--- config.mk ---
export PLATFORM = sky130hd
export DESIGN_NAME = clb_cfg_writer_flat
export DESIGN_NICKNAME = d
export VERILOG_FILES = /design/src/rtl/clb_cfg_writer_pkg.sv /design/src/rtl/clb_cfg_writer_if.sv /design/src/rtl/clb_cfg_writer_bitstream_writer.sv /design/src/rtl/clb_cfg_writer.sv /design/src/flat_wrapper.sv
export SDC_FILE = /design/constraint.sdc
export NUM_CORES = 1
export LEC_CHECK = 0
export BUFFER_PORTS_ARGS = -buffer_cell sky130_fd_sc_hd__buf_2
export CAP_MARGIN = 40
export CORE_ASPECT_RATIO = 1.25
export CORE_MARGIN = 8
export CORE_UTILIZATION = 30
export CTS_BUF_LIST = sky130_fd_sc_hd__clkbuf_16
export DETAILED_ROUTE_END_ITERATION = 8
export GPL_ROUTABILITY_DRIVEN = 0
export PLACE_DENSITY = 0.48
export SYNTH_ARGS = -nofsm -noshare
export SYNTH_HDL_FRONTEND = slang
export SYNTH_SLANG_ARGS = --single-unit
--- constraint.sdc ---
create_clock -name clk -period 1.7 [get_ports clk]
set_input_delay 0.425 -clock clk [delete_from_list [all_inputs] [get_ports clk]]
set_output_delay 0.425 -clock clk [all_outputs]
set_load 0.02 [all_outputs]
--- src/rtl/clb_cfg_writer_pkg.sv ---
// clb_cfg_pkg: constants and types shared between the CLB configuration
// writer and the CLB-side bitstream readers.
//   SIGNAL_TYPE_W / SIGNAL_INDEX_W : widths of the per-LUT-input fields
//   t_input_type                   : LUT input source encoding
//   t_cfg_state                    : writer frame sequencer states
//   clb_cfg_frame_len()            : beats in one CLB configuration frame
package clb_cfg_pkg;

    localparam int unsigned SIGNAL_TYPE_W  = 2;
    localparam int unsigned SIGNAL_INDEX_W = 8;

    typedef enum logic [SIGNAL_TYPE_W-1:0] {
        INPUT_NEIGHBOUR = 2'd0,
        INPUT_IO        = 2'd1,
        INPUT_FEEDBACK  = 2'd2
    } t_input_type;

    typedef enum logic [1:0] {
        ST_IDLE,
        ST_SEND_TYPE,
        ST_SEND_INDEX,
        ST_SEND_TABLE
    } t_cfg_state;

    function automatic int unsigned clb_cfg_frame_len(input int unsigned lut_width);
        return lut_width * (SIGNAL_TYPE_W + SIGNAL_INDEX_W) + (32'd1 << lut_width);
    endfunction

endpackage

--- src/rtl/clb_cfg_writer_if.sv ---
// axi_stream_if: single-channel AXI-stream bundle for the CLB config channel.
//   tvalid/tdata/tlast : driven by the master
//   tready             : driven by the slave
interface axi_stream_if #(
    parameter int unsigned DATA_WIDTH = 1
);
    logic                  tvalid;
    logic                  tready;
    logic [DATA_WIDTH-1:0] tdata;
    logic                  tlast;

    modport master (output tvalid, output tdata, output tlast, input tready);
    modport slave  (input tvalid, input tdata, input tlast, output tready);
endinterface

--- src/rtl/clb_cfg_writer_bitstream_writer.sv ---
// bitstream_writer: loads a NUM_BITS_TO_WRITE word on i_start and shifts it
// out LSB-first, one bit per handshake; o_ready pulses the cycle after the
// last handshake.
//   clk, rst          : clock, synchronous active-high reset
//   i_start, i_data   : load request and word to send
//   i_tready          : stream ready from the receiver
//   o_tvalid, o_tdata : registered stream valid / current bit
//   o_ready           : one-cycle pulse after the final bit is accepted
module bitstream_writer #(
    parameter int unsigned NUM_BITS_TO_WRITE = 8
) (
    input  logic                         clk,
    input  logic                         rst,
    input  logic                         i_start,
    input  logic [NUM_BITS_TO_WRITE-1:0] i_data,
    input  logic                         i_tready,
    output logic                         o_tvalid,
    output logic                         o_tdata,
    output logic                         o_ready
);
    localparam int unsigned CNT_W = (NUM_BITS_TO_WRITE > 1) ? $clog2(NUM_BITS_TO_WRITE) : 1;

    logic [NUM_BITS_TO_WRITE-1:0] r_shift;
    logic [CNT_W-1:0]             r_cnt;
    logic                         r_valid;
    logic                         r_ready;
    logic                         w_hs;
    logic                         w_last_hs;

    assign w_hs      = r_valid && i_tready;
    assign w_last_hs = w_hs && (r_cnt == CNT_W'(NUM_BITS_TO_WRITE - 1));

    // A start coinciding with the final handshake reloads without a bubble,
    // which lets the caller chain fields back-to-back.
    always_ff @(posedge clk) begin
        if (rst) begin
            r_shift <= '0;
            r_cnt   <= '0;
            r_valid <= 1'b0;
            r_ready <= 1'b0;
        end else begin
            r_ready <= w_last_hs;
            if (i_start) begin
                r_shift <= i_data;
                r_cnt   <= '0;
                r_valid <= 1'b1;
            end else if (w_hs) begin
                if (w_last_hs) begin
                    r_valid <= 1'b0;
                end else begin
                    r_shift <= r_shift >> 1;
                    r_cnt   <= r_cnt + 1'b1;
                end
            end
        end
    end

    assign o_tvalid = r_valid;
    assign o_tdata  = r_shift[0];
    assign o_ready  = r_ready;

endmodule

--- src/rtl/clb_cfg_writer.sv ---
// clb_cfg_writer: captures one CLB's parallel configuration and sends it as a
// bit-serial frame: per input {2 type bits, 8 index bits}, then the truth
// table, every field LSB-first.
//   clk, rst          : clock, synchronous active-high reset
//   start             : send request, sampled only when idle
//   lut_input_types   : 2 bits per LUT input
//   lut_input_indices : 8 bits per LUT input
//   lut_table         : truth table, bit k = output for input vector k
//   busy, done        : frame in progress / one-cycle end-of-frame pulse
//   cfg_bitstream     : AXI-stream master, config bit on tdata[0]
module clb_cfg_writer
    import clb_cfg_pkg::*;
#(
    parameter int unsigned LUT_WIDTH            = 4,
    parameter int unsigned BITSTREAM_DATA_WIDTH = 1
) (
    input  logic                                clk,
    input  logic                                rst,
    input  logic                                start,
    input  logic [LUT_WIDTH*SIGNAL_TYPE_W-1:0]  lut_input_types,
    input  logic [LUT_WIDTH*SIGNAL_INDEX_W-1:0] lut_input_indices,
    input  logic [2**LUT_WIDTH-1:0]             lut_table,
    output logic                                busy,
    output logic                                done,
    axi_stream_if.master                        cfg_bitstream
);
    localparam int unsigned TABLE_BITS = 2**LUT_WIDTH;
    localparam int unsigned IN_W       = (LUT_WIDTH > 1) ? $clog2(LUT_WIDTH) : 1;
    // Must also reach SIGNAL_INDEX_W-1 for very small LUTs.
    localparam int unsigned BIT_W      = (LUT_WIDTH > 3) ? LUT_WIDTH : 3;

    t_cfg_state                          r_state;
    t_cfg_state                          w_state_nxt;
    logic [IN_W-1:0]                     r_in_cnt;
    logic [IN_W-1:0]                     w_in_inc;
    logic [BIT_W-1:0]                    r_bit_cnt;
    logic [LUT_WIDTH*SIGNAL_TYPE_W-1:0]  r_types;
    logic [LUT_WIDTH*SIGNAL_INDEX_W-1:0] r_indices;
    logic [TABLE_BITS-1:0]               r_table;

    logic                      w_capture;
    logic                      w_type_start, w_idx_start, w_tbl_start;
    logic [SIGNAL_TYPE_W-1:0]  w_type_load;
    logic [SIGNAL_INDEX_W-1:0] w_idx_load;
    logic                      w_type_v, w_type_d, w_type_rdy;
    logic                      w_idx_v, w_idx_d, w_idx_rdy;
    logic                      w_tbl_v, w_tbl_d, w_tbl_rdy;
    logic                      w_tvalid, w_hs;
    logic [BITSTREAM_DATA_WIDTH-1:0] w_tdata;
    logic                      w_unused_rdy;

    assign w_capture = (r_state == ST_IDLE) && start;
    assign w_in_inc  = r_in_cnt + IN_W'(1);
    assign w_tvalid  = w_type_v | w_idx_v | w_tbl_v;
    assign w_hs      = w_tvalid && cfg_bitstream.tready;
    // Index field base is in_cnt*8; the writers load it at the type->index boundary.
    assign w_idx_load = r_indices[{r_in_cnt, 3'b000} +: SIGNAL_INDEX_W];

    always_ff @(posedge clk) begin
        if (rst) r_state <= ST_IDLE;
        else     r_state <= w_state_nxt;
    end

    // Each field's writer is started on the edge of the previous field's last
    // handshake so the stream never drops tvalid inside a frame.
    always_comb begin
        w_state_nxt  = r_state;
        w_type_start = 1'b0;
        w_idx_start  = 1'b0;
        w_tbl_start  = 1'b0;
        w_type_load  = lut_input_types[SIGNAL_TYPE_W-1:0];
        case (r_state)
            ST_IDLE: begin
                if (start) begin
                    w_state_nxt  = ST_SEND_TYPE;
                    w_type_start = 1'b1;
                end
            end
            ST_SEND_TYPE: begin
                if (w_hs && r_bit_cnt == BIT_W'(SIGNAL_TYPE_W - 1)) begin
                    w_state_nxt = ST_SEND_INDEX;
                    w_idx_start = 1'b1;
                end
            end
            ST_SEND_INDEX: begin
                if (w_hs && r_bit_cnt == BIT_W'(SIGNAL_INDEX_W - 1)) begin
                    if (r_in_cnt == IN_W'(LUT_WIDTH - 1)) begin
                        w_state_nxt = ST_SEND_TABLE;
                        w_tbl_start = 1'b1;
                    end else begin
                        w_state_nxt  = ST_SEND_TYPE;
                        w_type_start = 1'b1;
                        w_type_load  = r_types[{w_in_inc, 1'b0} +: SIGNAL_TYPE_W];
                    end
                end
            end
            ST_SEND_TABLE: begin
                if (w_hs && r_bit_cnt == BIT_W'(TABLE_BITS - 1)) begin
                    w_state_nxt = ST_IDLE;
                end
            end
            default: w_state_nxt = ST_IDLE;
        endcase
    end

    always_ff @(posedge clk) begin
        if (rst) begin
            r_in_cnt  <= '0;
            r_bit_cnt <= '0;
            r_types   <= '0;
            r_indices <= '0;
            r_table   <= '0;
        end else begin
            if (w_state_nxt != r_state) r_bit_cnt <= '0;
            else if (w_hs)              r_bit_cnt <= r_bit_cnt + 1'b1;

            if (w_capture) begin
                r_in_cnt  <= '0;
                r_types   <= lut_input_types;
                r_indices <= lut_input_indices;
                r_table   <= lut_table;
            end else if (r_state == ST_SEND_INDEX && w_state_nxt == ST_SEND_TYPE &&
                         r_in_cnt != IN_W'(LUT_WIDTH - 1)) begin
                r_in_cnt <= w_in_inc;
            end
        end
    end

    bitstream_writer #(.NUM_BITS_TO_WRITE(SIGNAL_TYPE_W)) u_type_writer (
        .clk(clk), .rst(rst), .i_start(w_type_start), .i_data(w_type_load),
        .i_tready(cfg_bitstream.tready), .o_tvalid(w_type_v), .o_tdata(w_type_d),
        .o_ready(w_type_rdy)
    );

    bitstream_writer #(.NUM_BITS_TO_WRITE(SIGNAL_INDEX_W)) u_index_writer (
        .clk(clk), .rst(rst), .i_start(w_idx_start), .i_data(w_idx_load),
        .i_tready(cfg_bitstream.tready), .o_tvalid(w_idx_v), .o_tdata(w_idx_d),
        .o_ready(w_idx_rdy)
    );

    bitstream_writer #(.NUM_BITS_TO_WRITE(TABLE_BITS)) u_table_writer (
        .clk(clk), .rst(rst), .i_start(w_tbl_start), .i_data(r_table),
        .i_tready(cfg_bitstream.tready), .o_tvalid(w_tbl_v), .o_tdata(w_tbl_d),
        .o_ready(w_tbl_rdy)
    );

    // Only one writer is valid at a time; an idle writer's stale shift
    // contents are masked off.
    always_comb begin
        w_tdata    = '0;
        w_tdata[0] = (w_type_v & w_type_d) | (w_idx_v & w_idx_d) | (w_tbl_v & w_tbl_d);
    end

    assign w_unused_rdy = w_type_rdy ^ w_idx_rdy;

    assign cfg_bitstream.tvalid = w_tvalid;
    assign cfg_bitstream.tdata  = w_tdata;
    assign cfg_bitstream.tlast  = (r_state == ST_SEND_TABLE) &&
                                  (r_bit_cnt == BIT_W'(TABLE_BITS - 1));
    assign busy = (r_state != ST_IDLE);
    assign done = w_tbl_rdy;

endmodule

--- src/flat_wrapper.sv ---
// flat-port wrapper written by rule: the top's interface ports become plain ports
module clb_cfg_writer_flat import clb_cfg_pkg::*;
#(
    parameter int unsigned LUT_WIDTH            = 4,
    parameter int unsigned BITSTREAM_DATA_WIDTH = 1
)
  (clk, rst, start, lut_input_types, lut_input_indices, lut_table, busy, done, cfg_bitstream_tvalid, cfg_bitstream_tdata, cfg_bitstream_tlast, cfg_bitstream_tready);
  axi_stream_if #(.DATA_WIDTH(1)) cfg_bitstream_i ();
  input  logic clk;
  input  logic rst;
  input  logic start;
  input  logic [LUT_WIDTH*SIGNAL_TYPE_W-1:0] lut_input_types;
  input  logic [LUT_WIDTH*SIGNAL_INDEX_W-1:0] lut_input_indices;
  input  logic [2**LUT_WIDTH-1:0] lut_table;
  output logic busy;
  output logic done;
  output wire logic [$bits(cfg_bitstream_i.tvalid)-1:0] cfg_bitstream_tvalid;
  output wire logic [$bits(cfg_bitstream_i.tdata)-1:0] cfg_bitstream_tdata;
  output wire logic [$bits(cfg_bitstream_i.tlast)-1:0] cfg_bitstream_tlast;
  input wire logic [$bits(cfg_bitstream_i.tready)-1:0] cfg_bitstream_tready;
  assign cfg_bitstream_tvalid = cfg_bitstream_i.tvalid;
  assign cfg_bitstream_tdata = cfg_bitstream_i.tdata;
  assign cfg_bitstream_tlast = cfg_bitstream_i.tlast;
  assign cfg_bitstream_i.tready = cfg_bitstream_tready;
  clb_cfg_writer #(.LUT_WIDTH(LUT_WIDTH), .BITSTREAM_DATA_WIDTH(BITSTREAM_DATA_WIDTH)) u_core (.clk(clk), .rst(rst), .start(start), .lut_input_types(lut_input_types), .lut_input_indices(lut_input_indices), .lut_table(lut_table), .busy(busy), .done(done), .cfg_bitstream(cfg_bitstream_i));
endmodule
==> results.yml <==
sta:
  slew_headroom_pct: 75.83
  clock_skew_ns: 0.005545
  setup_violations: 3
  slew_violations: 0
  setup_slack_ns: -0.03757
  min_period_ns: 1.738
  period_share_pct: 102.2
  clock.fmax_ghz: 0.5755
  setup_tns_ns: -0.04522
  tightest_slew_ns: 0.3626
  hold_viol: 0
  rsz0062_at_grt: "true"
detailed_routing:
  vias: 3533
  ant_nets: 0
  viasPerCell: 4.761
  drt-initial-drc-count: 104
  first_pass_iters: 4
  drc_errors: 0
  wire_per_inst_um: 13.71
  routed_wl_mm: 10.17
power:
  pwr-share-clk_pct: 42.7
  internal-power_w: 0.003980
  p_seq_share_pct: 48.8
  swShare_pct: 23.36
  p_sw_w: 0.001213
  p_leak_nw: 2.323
  pwr-share-comb_pct: 8.5
  p_per_area_nw_per_um2: 922.3
  peakVddDrop_uv: 402.2
outcome:
  violations: "setup timing"
  status: "finished, violations left"
critical_path:
  crit_end: "cfg_bitstream_tdata"
  ff2ff_setup_slack_ns: 0.04
  startpoint_type: "flip-flop"
  worstSetupPathType: "reg -> out"
  worstReg2RegStart: "u_core.r_bit_cnt[0]"
  end_kind: "output pin"
  required_ns: 1.27
  path_max_fanout: 2
  reg2regPathDepth: 8
  rr_endpoint: "u_core.u_type_writer.r_shift[1]"
  setup.worst_path.start: "u_core.u_index_writer.r_shift[0]"
  cp.arrival_ns: 1.31
flow_run:
  cap_viol_max_count: 0
global_route:
  grt_antenna_before_repair: 0
  grt-ovfl-total: 0
  grt_max_degree: 54
  grt_pass1_wl_mm: 17.18
  grt_pass1_vias: 3655
  grt_use_total_pct: 10.83
final_layout:
  finalNonFillerCells: 742
  postLayoutCellArea_sq_um: 5630
  utilization_pct: 39.08
  nets: 625
  diodes: 0
  synthToLayoutAreaGrowth_pct: 26.83
  drive_gt1_share_pct: 33.87
yosys:
  synth_common_cells: "nand2_1, dfxtp_1, a21oi_1"
  synthMuxAreaShare_pct: 11.19
  synth_compound_area_share_pct: 16.43
  avgSynthCellArea_sq_um: 9.134
  synthAdderAreaFrac_pct: 1.691
  synth_top_area_share_pct: 46.00
  netlist_area_sq_um: 4439
  synth_top_family_by_area: "simple AND/OR/NAND/NOR gates"
  syn_nets: 552
  ys_warn_count: 0
  ys_ff_latch: 102
  ys_seq_area_share_pct: 46.00
  synth_area_leaders: "dfxtp_1, nand2_1, a21oi_1"
  synthSimpleGateAreaFrac_pct: 18.57
  synth_xor_xnor_area_share_pct: 1.381
  post-synth-top-count-cell: "nand2_1"
  synth_top_cell_by_area: "dfxtp_1"
  synth_cell_types: 42
  async_reset_ff_share_pct: 0
  synth_cells: 486
  synth_edf_count: 0
  synth_ff_type: "dfxtp_1"
floorplan:
  rows: 49
  die_h_um: 152.0
  core_area_sq_um: 14410
  initial_utilization_pct: 30.81
  io-pin-count: 65
  die_x_um: 124.8
  die-area_sq_um: 18970
clock_tree:
  path_clk_slew_ns: 0.07
  cts.sinks: 102
  cts_tree: "done"
  root_buffer: "clkbuf_16"
  cts.path.max_buffers: 2
  clk_latency_ns: 0.34
  h-tree-depth: 3
  cts-buffers-inserted: 9
placed_design:
  place.detailed.hpwl_mm: 7.335
  placed_cells: 721
  portBuffers: 64
  place_area_sq_um: 5136
min_path:
  worstHoldPathType: "in -> reg"
  whs_path_depth: 3
==> placed cells by master (no fill, tap or decap), types with 7 or more instances in the layout <==
cell type / netlist / layout
nand2_1: 122 / 121
nor2_2: 1 / 16
dfxtp_2: 0 / 7
mux2i_1: 26 / 26
dfxtp_1: 102 / 93
buf_4: 0 / 29
nor2_1: 32 / 13
a211oi_2: 22 / 22
clkbuf_16: 0 / 10
mux4_2: 10 / 10
buf_2: 11 / 59
a21oi_1: 63 / 63
nor3_1: 11 / 11
==> timing repair <==
action | 4_1_cts | 5_1_grt
endpoints found under the setup margin | 15 | 28
pin swaps | 1 | 6
resized for setup | 16 | 23
hold buffers | 0 | 0
setup buffers | 3 | 3
gates cloned | 0 | 1
==> per-layer routing <==
metal / routed length, um / global-route usage, %
met1: 4656 / 12.94
met2: 5056 / 18.00
met3: 379 / 3.411
met4: 80 / 3.450
met5: 0 / 0
==> stage by stage <==
step                      hold WS [ns]  setup WS (ns)  total power, W
final                           0.3093       -0.03757        0.005193
after global placement          0.4409       0.008503        0.003021
after global routing            0.2989        -0.1541        0.005433
after CTS                       0.2954       -0.06085        0.005261
after floorplan                 0.4321      -0.002716        0.002846
after detailed placement        0.4449      -0.007798        0.003030
==> critical path: stages, from the launching register on <==
cell      delay [ns]
dfxtp_2         0.33
a222oi_1        0.40
inv_1           0.10
buf_6           0.14
==> registers in the layout (all words and copies together), names as in the netlist, 3 cells and up <==
register,flops
u_core.u_table_writer.r_cnt,4
u_core.r_table,16
u_core.r_indices,32
u_core.u_index_writer.r_shift,8
u_core.r_types,8
u_core.r_bit_cnt,4
u_core.u_table_writer.r_shift,16
u_core.u_index_writer.r_cnt,3
==> worst min path at each step <==
stage,end,from,slack [ns]
2_1_floorplan,u_core.u_table_writer.r_shift[15],u_core.r_table[15],0.43
3_3_place_gp,u_core.r_indices[4],u_core.r_indices[4],0.44
3_5_place_dp,u_core.r_indices[21],u_core.r_indices[21],0.44
4_1_cts,u_core.r_indices[24],lut_input_indices[24],0.30
5_1_grt,u_core.r_indices[3],lut_input_indices[3],0.30
6_report,u_core.r_indices[17],lut_input_indices[17],0.31
==> power by group through the flow <==
stage,Sequential (W),Combinational (W),Clock (W)
detailed placement,0.00259,0.000439,0
floorplan,0.00257,0.000271,0
global placement,0.00259,0.000432,0
finish,0.00254,0.000442,0.00221
CTS,0.00253,0.000446,0.00228
global route,0.00255,0.000499,0.00239
==> cells by family after synthesis <==
logic type,Yosys count
xor+xnor,7
buf+inv,42
fa+ha+maj,6
compound gates,101
flops,102
simple gates,191
mux,37
==> area by class of cell <==
class / count / area (sq um)
clock buffers: 9 / 225.2
clock inverters: 7 / 95.09
fillers: 1470 / 8777
inverters: 4 / 15.01
multi-input cells: 342 / 2300
flip-flops and latches: 102 / 2058
well taps: 178 / 222.7
repair buffers: 100 / 714.4
(Power assumes the default switching activity.)
